[src/rtl/expand_s_pkg.sv]
// expand_s_pkg: shared constants, state encoding and ML-DSA
// parameter-set defaults for the ExpandS sampler.
package expand_s_pkg;

  localparam int N              = 256;
  localparam int COEFF_WIDTH    = 24;
  localparam int COEFF_PER_WORD = 4;
  localparam int WORDS_PER_POLY = 64;

  localparam int MLDSA_K   = 8;
  localparam int MLDSA_L   = 7;
  localparam int MLDSA_ETA = 2;

  typedef enum logic [2:0] {
    S_IDLE    = 3'd0,
    S_LOAD    = 3'd1,
    S_INIT    = 3'd2,
    S_ABSORB  = 3'd3,
    S_SQUEEZE = 3'd4,
    S_SAMPLE  = 3'd5,
    S_NEXT    = 3'd6,
    S_DONE    = 3'd7
  } state_t;

endpackage

[src/rtl/expand_s_reject.sv]
// eta_reject: nibble rejection map into [-ETA, ETA].
// Ports: nibble in (4b); accept out; coeff out (24b signed).
// ETA=4 branch exists only with EXPAND_S_ETA4_EN defined.
module eta_reject
  import expand_s_pkg::*;
#(
  parameter int ETA = MLDSA_ETA
) (
  input  logic [3:0]             nibble,
  output logic                   accept,
  output logic [COEFF_WIDTH-1:0] coeff
);

`ifdef EXPAND_S_ETA4_EN
  if (ETA != 2 && ETA != 4) begin : g_eta_chk
    $error("eta_reject: ETA must be 2 or 4");
  end
`else
  if (ETA != 2) begin : g_eta_chk
    $error("eta_reject: only ETA=2 is built");
  end
`endif

  logic [3:0]        m5;
  logic signed [4:0] c2;
  logic signed [4:0] c5;

  // b mod 5 for b < 15 via two conditional subtracts
  always_comb begin
    m5 = nibble;
    if (nibble >= 4'd10)
      m5 = nibble - 4'd10;
    else if (nibble >= 4'd5)
      m5 = nibble - 4'd5;
  end

  assign c2 = 5'sd2 - $signed({1'b0, m5});

`ifdef EXPAND_S_ETA4_EN
  logic signed [4:0] c4;
  assign c4 = 5'sd4 - $signed({1'b0, nibble});
  assign accept = (ETA == 4) ? (nibble < 4'd9)
                             : (nibble < 4'd15);
  assign c5 = (ETA == 4) ? c4 : c2;
`else
  assign accept = nibble < 4'd15;
  assign c5 = c2;
`endif

  assign coeff = {{(COEFF_WIDTH-5){c5[4]}}, c5};

endmodule

[src/rtl/expand_s.sv]
// expand_s: ML-DSA ExpandS sampler, drives a SHAKE256 sponge
// and writes packed s1/s2 coefficients into vector-s RAM.
// Ports: clk, rst (async high), start, rho[64];
//  RAM: we_vector_s, addr_vector_s[12], din_vector_s[96];
//  sponge: absorb_next_poly, shake_data_in, in_valid, in_last,
//  last_len, cache_rd/wr, out_ready, shake_data_out, out_valid,
//  in_ready; done pulse. Macro: EXPAND_S_ETA4_EN.
module expand_s
  import expand_s_pkg::*;
#(
  parameter int K   = MLDSA_K,
  parameter int L   = MLDSA_L,
  parameter int ETA = MLDSA_ETA
) (
  input  logic        clk,
  input  logic        rst,
  input  logic        start,
  input  logic [63:0] rho,
  output logic        done,
  output logic        we_vector_s,
  output logic [11:0] addr_vector_s,
  output logic [95:0] din_vector_s,
  output logic        absorb_next_poly,
  output logic [63:0] shake_data_in,
  output logic        in_valid,
  output logic        in_last,
  output logic [6:0]  last_len,
  output logic        cache_rd,
  output logic        cache_wr,
  output logic        out_ready,
  input  logic [63:0] shake_data_out,
  input  logic        out_valid,
  input  logic        in_ready
);

  localparam int NPOLY = K + L;

  state_t            state;
  logic [7:0][63:0]  rho_buf;
  logic [2:0]        ld_cnt;
  logic [5:0]        r;
  logic [3:0]        ab_idx;
  logic [63:0]       nib_buf;
  logic [4:0]        nib_cnt;
  logic [7:0]        cnt;
  logic [71:0]       pack;
  logic              acc;
  logic [23:0]       coeff;
  logic [63:0]       ab_word;
  logic              last_poly;

  eta_reject #(.ETA(ETA)) u_rej (
    .nibble (nib_buf[3:0]),
    .accept (acc),
    .coeff  (coeff)
  );

  assign last_poly = (r == 6'(NPOLY - 1));
  // word 8 carries the 16-bit LE nonce r
  assign ab_word = (ab_idx == 4'd8) ? {58'h0, r}
                                    : rho_buf[ab_idx[2:0]];

  assign absorb_next_poly = (state == S_INIT);
  assign in_valid  = (state == S_ABSORB);
  assign in_last   = in_valid && (ab_idx == 4'd8);
  assign last_len  = in_last ? 7'd16 : 7'd0;
  assign shake_data_in = in_valid ? ab_word : 64'h0;
  assign out_ready = (state == S_SQUEEZE);
  assign done      = (state == S_DONE);
  assign cache_rd  = 1'b0;
  assign cache_wr  = 1'b0;

  always_ff @(posedge clk or posedge rst) begin
    if (rst) begin
      state         <= S_IDLE;
      rho_buf       <= '0;
      ld_cnt        <= '0;
      r             <= '0;
      ab_idx        <= '0;
      nib_buf       <= '0;
      nib_cnt       <= '0;
      cnt           <= '0;
      pack          <= '0;
      we_vector_s   <= 1'b0;
      addr_vector_s <= '0;
      din_vector_s  <= '0;
    end else begin
      we_vector_s <= 1'b0;
      unique case (state)
        S_IDLE: begin
          if (start) begin
            state  <= S_LOAD;
            ld_cnt <= '0;
            r      <= '0;
          end
        end
        S_LOAD: begin
          rho_buf[ld_cnt] <= rho;
          ld_cnt <= ld_cnt + 3'd1;
          if (ld_cnt == 3'd7)
            state <= S_INIT;
        end
        S_INIT: begin
          ab_idx <= '0;
          state  <= S_ABSORB;
        end
        S_ABSORB: begin
          if (in_ready) begin
            if (ab_idx == 4'd8) begin
              state   <= S_SQUEEZE;
              cnt     <= '0;
              nib_cnt <= '0;
            end else begin
              ab_idx <= ab_idx + 4'd1;
            end
          end
        end
        S_SQUEEZE: begin
          if (out_valid) begin
            nib_buf <= shake_data_out;
            nib_cnt <= 5'd16;
            state   <= S_SAMPLE;
          end
        end
        S_SAMPLE: begin
          nib_buf <= nib_buf >> 4;
          nib_cnt <= nib_cnt - 5'd1;
          if (acc) begin
            cnt <= cnt + 8'd1;
            unique case (cnt[1:0])
              2'd0: pack[23:0]  <= coeff;
              2'd1: pack[47:24] <= coeff;
              2'd2: pack[71:48] <= coeff;
              2'd3: begin
                we_vector_s   <= 1'b1;
                addr_vector_s <= {r, cnt[7:2]};
                din_vector_s  <= {coeff, pack};
              end
              default: ;
            endcase
          end
          // leftover nibbles are dropped once 256 are taken
          if (acc && cnt == 8'd255) begin
            state   <= S_NEXT;
            nib_cnt <= '0;
          end else if (nib_cnt == 5'd1) begin
            state <= S_SQUEEZE;
          end
        end
        S_NEXT: begin
          if (last_poly) begin
            state <= S_DONE;
          end else begin
            r     <= r + 6'd1;
            state <= S_INIT;
          end
        end
        S_DONE: begin
          state <= S_IDLE;
          r     <= '0;
        end
        default: state <= S_IDLE;
      endcase
    end
  end

endmodule

[config.mk]
export PLATFORM = sky130hd
export DESIGN_NAME = expand_s
export DESIGN_NICKNAME = d
export VERILOG_FILES = /design/src/rtl/expand_s_pkg.sv /design/src/rtl/expand_s_reject.sv /design/src/rtl/expand_s.sv
export SDC_FILE = /design/constraint.sdc
export NUM_CORES = 1
export LEC_CHECK = 0
export CORE_MARGIN = 5
export CORE_UTILIZATION = 25
export DETAILED_ROUTE_END_ITERATION = 10
export DONT_BUFFER_PORTS = 1
export GPL_ROUTABILITY_DRIVEN = 0
export PLACE_DENSITY = 0.42
export SKIP_CTS_REPAIR_TIMING = 1
export SYNTH_ARGS = -nofsm -noshare
export SYNTH_HDL_FRONTEND = slang
export SYNTH_SLANG_ARGS = --single-unit
[constraint.sdc]
create_clock -name clk -period 24.1 [get_ports clk]
set_clock_uncertainty 0.05 [all_clocks]
set_input_delay 4.82 -clock clk [delete_from_list [all_inputs] [get_ports clk]]
set_output_delay 4.82 -clock clk [all_outputs]
set_load 0.02 [all_outputs]
==> results of run 1 <==
==> sequential cells by signal, indices dropped and copies added (netlist names) <==
name and cells:
r 6, we_vector_s 1, addr_vector_s 12, din_vector_s 20, nib_cnt 5, state 3, nib_buf 64, ld_cnt 3
rho_buf 512, ab_idx 4, pack 15, cnt 8
==> path summary, 6_finish.rpt <==
check | startpoint | end | slack, ps | depth (start not counted)
setup / recovery | ab_idx[0] | shake_data_in[27] | 14880 | 5
hold / removal | pack[48] | din_vector_s[48] | 420 | 2
setup reg to reg | state[0] | rho_buf[392] | 20050 | 5
hold reg to reg | pack[48] | din_vector_s[48] | 420 | 2
max in group asynchronous | rst | rho_buf[381] | 16570 | 4
min in group asynchronous | rst | rho_buf[2] | 4050 | 1
==> per-layer routing <==
metal / vias to the layer above / wire length, um
met3: 113 / 4030
met4: 0 / 1850
met5: - / 0
met1: 9463 / 34900
met2: 368 / 39400
li1: 7726 / -
==> logic make-up (layout without fill, tap and decap cells) <==
kind of cell	after synthesis	after routing	synth area share (%)
AOI/OAI and AO/OA	155	155	3.17
xor gates and xnor gates	3	3	0.0863
adders and majority gates	20	20	0.821
buffers and inverters	246	189	5.27
DFF	653	653	53.6
muxes	715	715	31.0
other	1	8	0.0123
and+or+nand+nor	449	449	6.01
==> cells in the final DEF (no fill, tap or decap), types with 4 or more instances in the layout <==
cell	netlist	layout
sky130_fd_sc_hd__mux4_2	128	128
sky130_fd_sc_hd__nand3_1	15	14
sky130_fd_sc_hd__nand2_8	0	5
sky130_fd_sc_hd__nand2_1	246	241
sky130_fd_sc_hd__nor2b_1	4	4
sky130_fd_sc_hd__inv_1	21	20
sky130_fd_sc_hd__and3_1	6	5
sky130_fd_sc_hd__nand2b_1	6	6
sky130_fd_sc_hd__mux2_2	487	487
sky130_fd_sc_hd__dfrtp_4	0	7
sky130_fd_sc_hd__clkinv_2	0	11
sky130_fd_sc_hd__ha_1	20	20
sky130_fd_sc_hd__a31oi_1	71	71
sky130_fd_sc_hd__buf_4	104	18
sky130_fd_sc_hd__clkbuf_8	0	21
sky130_fd_sc_hd__dfrtp_1	653	646
sky130_fd_sc_hd__bufinv_16	0	4
sky130_fd_sc_hd__nor2_1	148	148
sky130_fd_sc_hd__clkbuf_1	35	20
sky130_fd_sc_hd__a211oi_1	7	7
sky130_fd_sc_hd__mux2_1	24	24
sky130_fd_sc_hd__o31ai_1	7	7
sky130_fd_sc_hd__a21oi_1	11	11
sky130_fd_sc_hd__clkbuf_16	0	87
sky130_fd_sc_hd__mux2_4	9	9
sky130_fd_sc_hd__o21ai_0	42	42
sky130_fd_sc_hd__mux2i_1	67	67
sky130_fd_sc_hd__conb_1	1	8
==> metrics by stage <==
stage | setup WS [ps] | area, um^2 | hold slack (ps)
3_5_place_dp | 15380 | 31300 | 410
5_1_grt | 14440 | 34100 | 452
4_1_cts | 14600 | 34100 | 428
2_1_floorplan | 932 | 30500 | 385
3_3_place_gp | 15450 | 31300 | 411
6_report | 14880 | 34100 | 424
==> power by group through the flow <==
stage / combinational, uW / clock, uW / sequential (uW)
final: 1060 / 1250 / 1520
after global routing: 1150 / 1350 / 1560
after CTS: 1090 / 1310 / 1520
after detailed placement: 1090 / 0 / 1540
after global placement: 1060 / 0 / 1520
after floorplan: 889 / 0 / 1460
==> worst register-to-register path: stages (launching register included) <==
cell and delay, ps:
sky130_fd_sc_hd__dfrtp_1 710, sky130_fd_sc_hd__inv_1 360, sky130_fd_sc_hd__nor4_4 850, sky130_fd_sc_hd__and3_4 680, sky130_fd_sc_hd__buf_4 770, sky130_fd_sc_hd__mux2_2 500
==> area by class of cell <==
cell class	count	area [um^2]	area share (%)
inverters	21	86.3	0.253
flip-flops and latches	653	16400	48.0
clock buffers	128	2540	7.46
multi-input cells	1350	12700	37.1
clock inverters	21	236	0.694
well taps	1625	2030	5.97
repair buffers	19	155	0.455
==> tab_implementation.tex, run 1 <==
\begin{tabular}{lr}
\hline
Metric & Value \\
\hline
\multicolumn{2}{l}{\textbf{Outcome}} \\
Outcome & finished clean \\
\multicolumn{2}{l}{\textbf{Timing}} \\
Final hold viol count & 0 \\
Number of endpoints failing setup at the final stage & 0 \\
Achievable clock frequency & 0.108 GHz \\
Worst slew pin tran & 1150 ps \\
Final critical-path share of the clock period & 38.3\% \\
Number of pins exceeding their max-slew limit in the final report & 0 \\
Headroom to the max-slew limit & 22.6\% \\
Post-layout min period & 9220 ps \\
Final-layout setup total negative slack & 0 ps \\
Unrepaired setup endpoints after global routing & false \\
\multicolumn{2}{l}{\textbf{Critical path}} \\
Required time of the critical path & 19,230 ps \\
Cell type group with the largest total delay on the critical path & buffers and inverters \\
Worst path bufs/invs & 2 \\
Startpoint class of the critical path & flop \\
Crit Path Max Fanout & 41 \\
Arrival time of the worst setup path & 4350 ps \\
Critical Path Most Common Cell & sky130\_fd\_sc\_hd\_\_buf\_4 \\
Cells traversed along the worst timing path & buf\_4 > buf\_4 > mux4\_2 > mux2i\_1 > nor2\_1 \\
Class of the most critical setup path & flop to primary output \\
Max stage delay cell, worst path & sky130\_fd\_sc\_hd\_\_dfrtp\_4 \\
CP endpoint kind & primary output \\
Max stage delay on crit path & 830 ps \\
\multicolumn{2}{l}{\textbf{Clock network}} \\
Level count of the clock H-tree & 3 \\
Clock input transition at the sequential cells of the worst setup and hold paths & 60 ps \\
Clock tree from TritonCTS & yes \\
TritonCTS buffer count & 84 \\
Clock buffer depth & 3 \\
Sink Count & 653 \\
CTS root buffer & sky130\_fd\_sc\_hd\_\_clkbuf\_16 \\
Clock latency reported for the late side of the worst-skew pair & 660 ps \\
\multicolumn{2}{l}{\textbf{Route}} \\
Detailed Routing Iterations Pass 1 & 5 \\
DRC & 0 \\
Via Count & 17,700 \\
Avg Vias per Cell & 4.63 \\
Number of routed nets with antenna violations & 0 \\
Wirelength, routed & 80,200 um \\
DRC violation total after the first TritonRoute iteration & 828 \\
Detailed-route wire length per cell & 21.0 um \\
\multicolumn{2}{l}{\textbf{Power and ir drop}} \\
Reported leakage power & 0.0142 uW \\
Cell internal pwr & 2640 uW \\
Worst VDD drop & 0.0681 mV \\
Switching Fraction & 31.1\% \\
Net switching power & 1190 uW \\
Combinational share of power & 27.6\% \\
Power Dens Cells & 113 nW/um\^{}2 \\
Sequential share of power & 39.7\% \\
Total Power & 3840 uW \\
Part of the total power dissipated in the clock network & 32.6\% \\
\multicolumn{2}{l}{\textbf{Finish}} \\
Share of layout cells above drive strength 1 & 36.2\% \\
Final core utilization & 28.1\% \\
Area growth syn-to-layout & 11.8\% \\
Number of fill cells & 12,400 \\
Final Instance Count excl. Fillers & 3,817 \\
Post-layout nets & 2,282 \\
Antenna diodes & 0 \\
\multicolumn{2}{l}{\textbf{Floorplanning}} \\
Full die area & 129,000 um\^{}2 \\
Die Height & 359 um \\
Standard cell core area & 121,000 um\^{}2 \\
IO Count & 320 \\
Row count & 128 \\
Initial core utilization & 25.1\% \\
Width of the die & 359 um \\
\multicolumn{2}{l}{\textbf{Global route}} \\
Via count of the first global-routing pass & 19,600 \\
Met1 capacity usage during global routing & 15.8\% \\
Total Routing Usage GR & 12.4\% \\
Total grt overflow & 0 \\
Initial antenna violation count & 0 \\
Met2 usage & 20.9\% \\
Largest net degree at the start of global routing & 169 \\
Met3 Resource Use GR & 3.31\% \\
Top Usage Layer GRT & met2 \\
Wire length of the first global-routing pass & 125,000 um \\
\multicolumn{2}{l}{\textbf{Yosys}} \\
Number of warnings reported in the yosys synthesis log & 0 \\
Library cell with the largest summed area after synthesis & sky130\_fd\_sc\_hd\_\_dfrtp\_1 \\
Number of enable flip-flop cells after synthesis & 0 \\
Gate count of the mapped netlist & 2,242 \\
Fraction of registers with async set or reset after synthesis & 100\% \\
Sequential cell area fraction in the yosys report & 53.6\% \\
Top post-synthesis cells by count & sky130\_fd\_sc\_hd\_\_dfrtp\_1 (653), sky130\_fd\_sc\_hd\_\_mux2\_2 (487), sky130\_fd\_sc\_hd\_\_nand2\_1 (246), sky130\_fd\_sc\_hd\_\_nor2\_1 (148), sky130\_fd\_sc\_hd\_\_mux4\_2 (128) \\
Syn avg cell area & 13.6 um\^{}2 \\
Cell area after synthesis & 30,500 um\^{}2 \\
Share of Yosys cell area claimed by the top area cell type & 53.6\% \\
\#FFs+latches synth & 653 \\
Most area-consuming cells after synthesis & sky130\_fd\_sc\_hd\_\_dfrtp\_1 (54\%), sky130\_fd\_sc\_hd\_\_mux2\_2 (18\%), sky130\_fd\_sc\_hd\_\_mux4\_2 (9.5\%), sky130\_fd\_sc\_hd\_\_nand2\_1 (3.0\%), sky130\_fd\_sc\_hd\_\_buf\_4 (2.6\%) \\
Most common cell in the synthesized netlist & sky130\_fd\_sc\_hd\_\_dfrtp\_1 \\
Count of different cell masters after synthesis & 53 \\
Flip-flop cell with the highest count after synthesis & sky130\_fd\_sc\_hd\_\_dfrtp\_1 \\
\multicolumn{2}{l}{\textbf{Placement}} \\
Port buffer count & 0 \\
Half-perimeter wire length after detailed placement & 46,900 um \\
Post-placement cell count & 3,668 \\
\multicolumn{2}{l}{\textbf{Run}} \\
Max-capacitance violation count & 0 \\
\multicolumn{2}{l}{\textbf{Hold path}} \\
Hold/Removal Path Class & flop to flop \\
\hline
\end{tabular}
Note: power is estimated with default switching activity, not from simulation.
==> run 2: changes to the inputs <==
--- a/config.mk
+++ b/config.mk
@@ -10,7 +10,7 @@
 export DETAILED_ROUTE_END_ITERATION = 10
 export DONT_BUFFER_PORTS = 1
 export GPL_ROUTABILITY_DRIVEN = 0
-export PLACE_DENSITY = 0.42
+export PLACE_DENSITY = 0.4
 export SKIP_CTS_REPAIR_TIMING = 1
 export SYNTH_ARGS = -nofsm -noshare
 export SYNTH_HDL_FRONTEND = slang
==> constraint.sdc (replaced) <==
create_clock -name clk -period 9.5 [get_ports clk]
set_clock_uncertainty 0.05 [all_clocks]
set_input_delay 1.9 -clock clk [delete_from_list [all_inputs] [get_ports clk]]
set_output_delay 1.9 -clock clk [all_outputs]
set_load 0.02 [all_outputs]
==> tab_implementation.tex, run 2 (same netlist as run 1, synthesis figures left out) <==
\begin{tabular}{lr}
\hline
Metric & Value \\
\hline
\multicolumn{2}{l}{\textbf{Power and ir drop}} \\
Reported leakage power & 0.0141 uW (was 0.0142 uW) \\
Power Dens Cells & 283 nW/um\^{}2 (was 113 nW/um\^{}2) \\
Worst VDD drop & 0.157 mV (was 0.0681 mV) \\
\multicolumn{2}{l}{\textbf{Timing}} \\
Headroom to the max-slew limit & 20.9\% (was 22.6\%) \\
Final critical-path share of the clock period & 64.5\% \\
Number of endpoints failing setup at the final stage & 0 (unchanged) \\
Unrepaired setup endpoints after global routing & false (unchanged) \\
Final hold viol count & 0 (unchanged) \\
Achievable clock frequency & 0.163 GHz \\
Worst slew pin tran & 1180 ps (was 1150 ps) \\
Number of pins exceeding their max-slew limit in the final report & 0 (unchanged) \\
Final-layout setup total negative slack & 0 ps (unchanged) \\
Post-layout min period & 6120 ps \\
\multicolumn{2}{l}{\textbf{Floorplanning}} \\
IO Count & 320 (unchanged) \\
Standard cell core area & 121,000 um\^{}2 (unchanged) \\
Full die area & 129,000 um\^{}2 (unchanged) \\
Row count & 128 (unchanged) \\
Die Height & 359 um (unchanged) \\
Width of the die & 359 um (unchanged) \\
Initial core utilization & 25.1\% (unchanged) \\
\multicolumn{2}{l}{\textbf{Critical path}} \\
Crit Path Max Fanout & 42 (was 41) \\
Max stage delay cell, worst path & sky130\_fd\_sc\_hd\_\_buf\_4 (was sky130\_fd\_sc\_hd\_\_dfrtp\_4) \\
Critical Path Most Common Cell & sky130\_fd\_sc\_hd\_\_buf\_4 (unchanged) \\
Class of the most critical setup path & flop to primary output (unchanged) \\
Required time of the critical path & 7550 ps (was 19,230 ps) \\
Cell type group with the largest total delay on the critical path & buffers and inverters (unchanged) \\
Max stage delay on crit path & 840 ps (was 830 ps) \\
Cells traversed along the worst timing path & buf\_4 > buf\_4 > mux4\_2 > mux2i\_1 > nor2\_1 (unchanged) \\
CP endpoint kind & primary output (unchanged) \\
Worst path bufs/invs & 2 (unchanged) \\
Arrival time of the worst setup path & 4170 ps (was 4350 ps) \\
Startpoint class of the critical path & flop (unchanged) \\
\multicolumn{2}{l}{\textbf{Clock network}} \\
Clock input transition at the sequential cells of the worst setup and hold paths & 50 ps (was 60 ps) \\
Level count of the clock H-tree & 3 (unchanged) \\
TritonCTS buffer count & 83 (was 84) \\
CTS root buffer & sky130\_fd\_sc\_hd\_\_clkbuf\_16 (unchanged) \\
Sink Count & 653 (unchanged) \\
Clock latency reported for the late side of the worst-skew pair & 660 ps (about the same) \\
Clock buffer depth & 3 (unchanged) \\
Clock tree from TritonCTS & yes (unchanged) \\
\multicolumn{2}{l}{\textbf{Route}} \\
Wirelength, routed & 81,200 um (was 80,200 um) \\
Number of routed nets with antenna violations & 0 (unchanged) \\
Detailed Routing Iterations Pass 1 & 5 (unchanged) \\
Detailed-route wire length per cell & 21.3 um (was 21.0 um) \\
Via Count & 17,600 (was 17,700) \\
DRC violation total after the first TritonRoute iteration & 879 (was 828) \\
Avg Vias per Cell & 4.62 (was 4.63) \\
DRC & 0 (unchanged) \\
\multicolumn{2}{l}{\textbf{Finish}} \\
Share of layout cells above drive strength 1 & 35.8\% (was 36.2\%) \\
Final core utilization & 28.0\% (was 28.1\%) \\
Largest Register & rho\_buf (unchanged) \\
Most used cells in the layout excluding fill and tap cells & sky130\_fd\_sc\_hd\_\_dfrtp\_1 (646), sky130\_fd\_sc\_hd\_\_mux2\_2 (487), sky130\_fd\_sc\_hd\_\_nand2\_1 (241) (unchanged) \\
Post-layout nets & 2,281 (was 2,282) \\
Number of fill cells & 12,400 (about the same) \\
Final Instance Count excl. Fillers & 3,816 (was 3,817) \\
Area growth syn-to-layout & 11.5\% (was 11.8\%) \\
Area of all placed cells without fillers & 34,000 um\^{}2 (was 34,100 um\^{}2) \\
Largest registers & rho\_buf (512), nib\_buf (64), din\_vector\_s (20) (unchanged) \\
Number of flip-flops under the largest register name & 512 (unchanged) \\
Most common library cell in the layout ignoring fill and taps & sky130\_fd\_sc\_hd\_\_dfrtp\_1 (unchanged) \\
\multicolumn{2}{l}{\textbf{Placement}} \\
Port buffer count & 0 (unchanged) \\
Post-placement cell count & 3,668 (unchanged) \\
Post-Place Cell Area & 31,300 um\^{}2 (about the same) \\
Half-perimeter wire length after detailed placement & 46,100 um (was 46,900 um) \\
\multicolumn{2}{l}{\textbf{Global route}} \\
Wire length of the first global-routing pass & 125,000 um (about the same) \\
Total grt overflow & 0 (unchanged) \\
Via count of the first global-routing pass & 19,300 (was 19,600) \\
Largest net degree at the start of global routing & 172 (was 169) \\
Total Routing Usage GR & 12.5\% (was 12.4\%) \\
Initial antenna violation count & 3 (was 0) \\
\multicolumn{2}{l}{\textbf{Hold path}} \\
Hold/Removal Path Class & flop to flop (unchanged) \\
\multicolumn{2}{l}{\textbf{Run}} \\
Max-capacitance violation count & 0 (unchanged) \\
\multicolumn{2}{l}{\textbf{Outcome}} \\
Outcome & finished clean (unchanged) \\
\hline
\end{tabular}
run 2: stage by stage:
| stage | hold WS, ps | setup slack [ps] | total power, uW |
|---|---|---|---|
| detailed placement | 414 | 3850 | 6690 |
| global route | 448 | 2880 | 10200 |
| finish | 427 | 3380 | 9600 |
| CTS | 424 | 3040 | 9830 |
| floorplan | 385 | -1370 | 5960 |
| global placement | 405 | 3900 | 6590 |
run 2: report_power, final:
group	leakage (uW)	total, uW	internal, uW	switching, uW
combinational	0.00499	2710	1320	1390
clock	0.00129	3040	1810	1230
sequential	0.00784	3850	3440	411
run 2: layer usage:
layer / part of all wire [%] / vias up / global-route usage [%]
met2: 47 / 390 / 20.4
met4: 2.4 / 2 / 3.75
li1: - / 7740 / -
met5: 0.016 / - / 0
met3: 5.5 / 121 / 3.38
met1: 45 / 9394 / 16.4
run 2: path summary, 6_finish.rpt:
| path | from | end | slack, ps | cells past startpoint |
|---|---|---|---|---|
| max | ab_idx[0] | shake_data_in[28] | 3380 | 5 |
| min | pack[27] | din_vector_s[27] | 430 | 2 |
| max reg2reg | state[0] | rho_buf[390] | 5420 | 5 |
| min reg2reg | pack[27] | din_vector_s[27] | 430 | 2 |
| max in group asynchronous | rst | rho_buf[245] | 6280 | 3 |
| min in group asynchronous | rst | rho_buf[4] | 1260 | 2 |
run 2: area by class of cell:
type | instances | area (um^2) | share of cell area [%]
Tap cell | 1625 | 2030 | 5.99
Inverter | 21 | 82.6 | 0.243
Antenna cell | 3 | 7.51 | 0.0221
Sequential cell | 653 | 16400 | 48.2
Multi-Input combinational cell | 1350 | 12700 | 37.3
Clock inverter | 17 | 153 | 0.450
Timing Repair Buffer | 19 | 180 | 0.531
Clock buffer | 128 | 2470 | 7.27
run 2: tightest hold or removal path, delay by kind of cell (launching register included):
kind             cells  cell delay [ps]
flip-flops           1              340
AND/OR/NAND/NOR      2              100
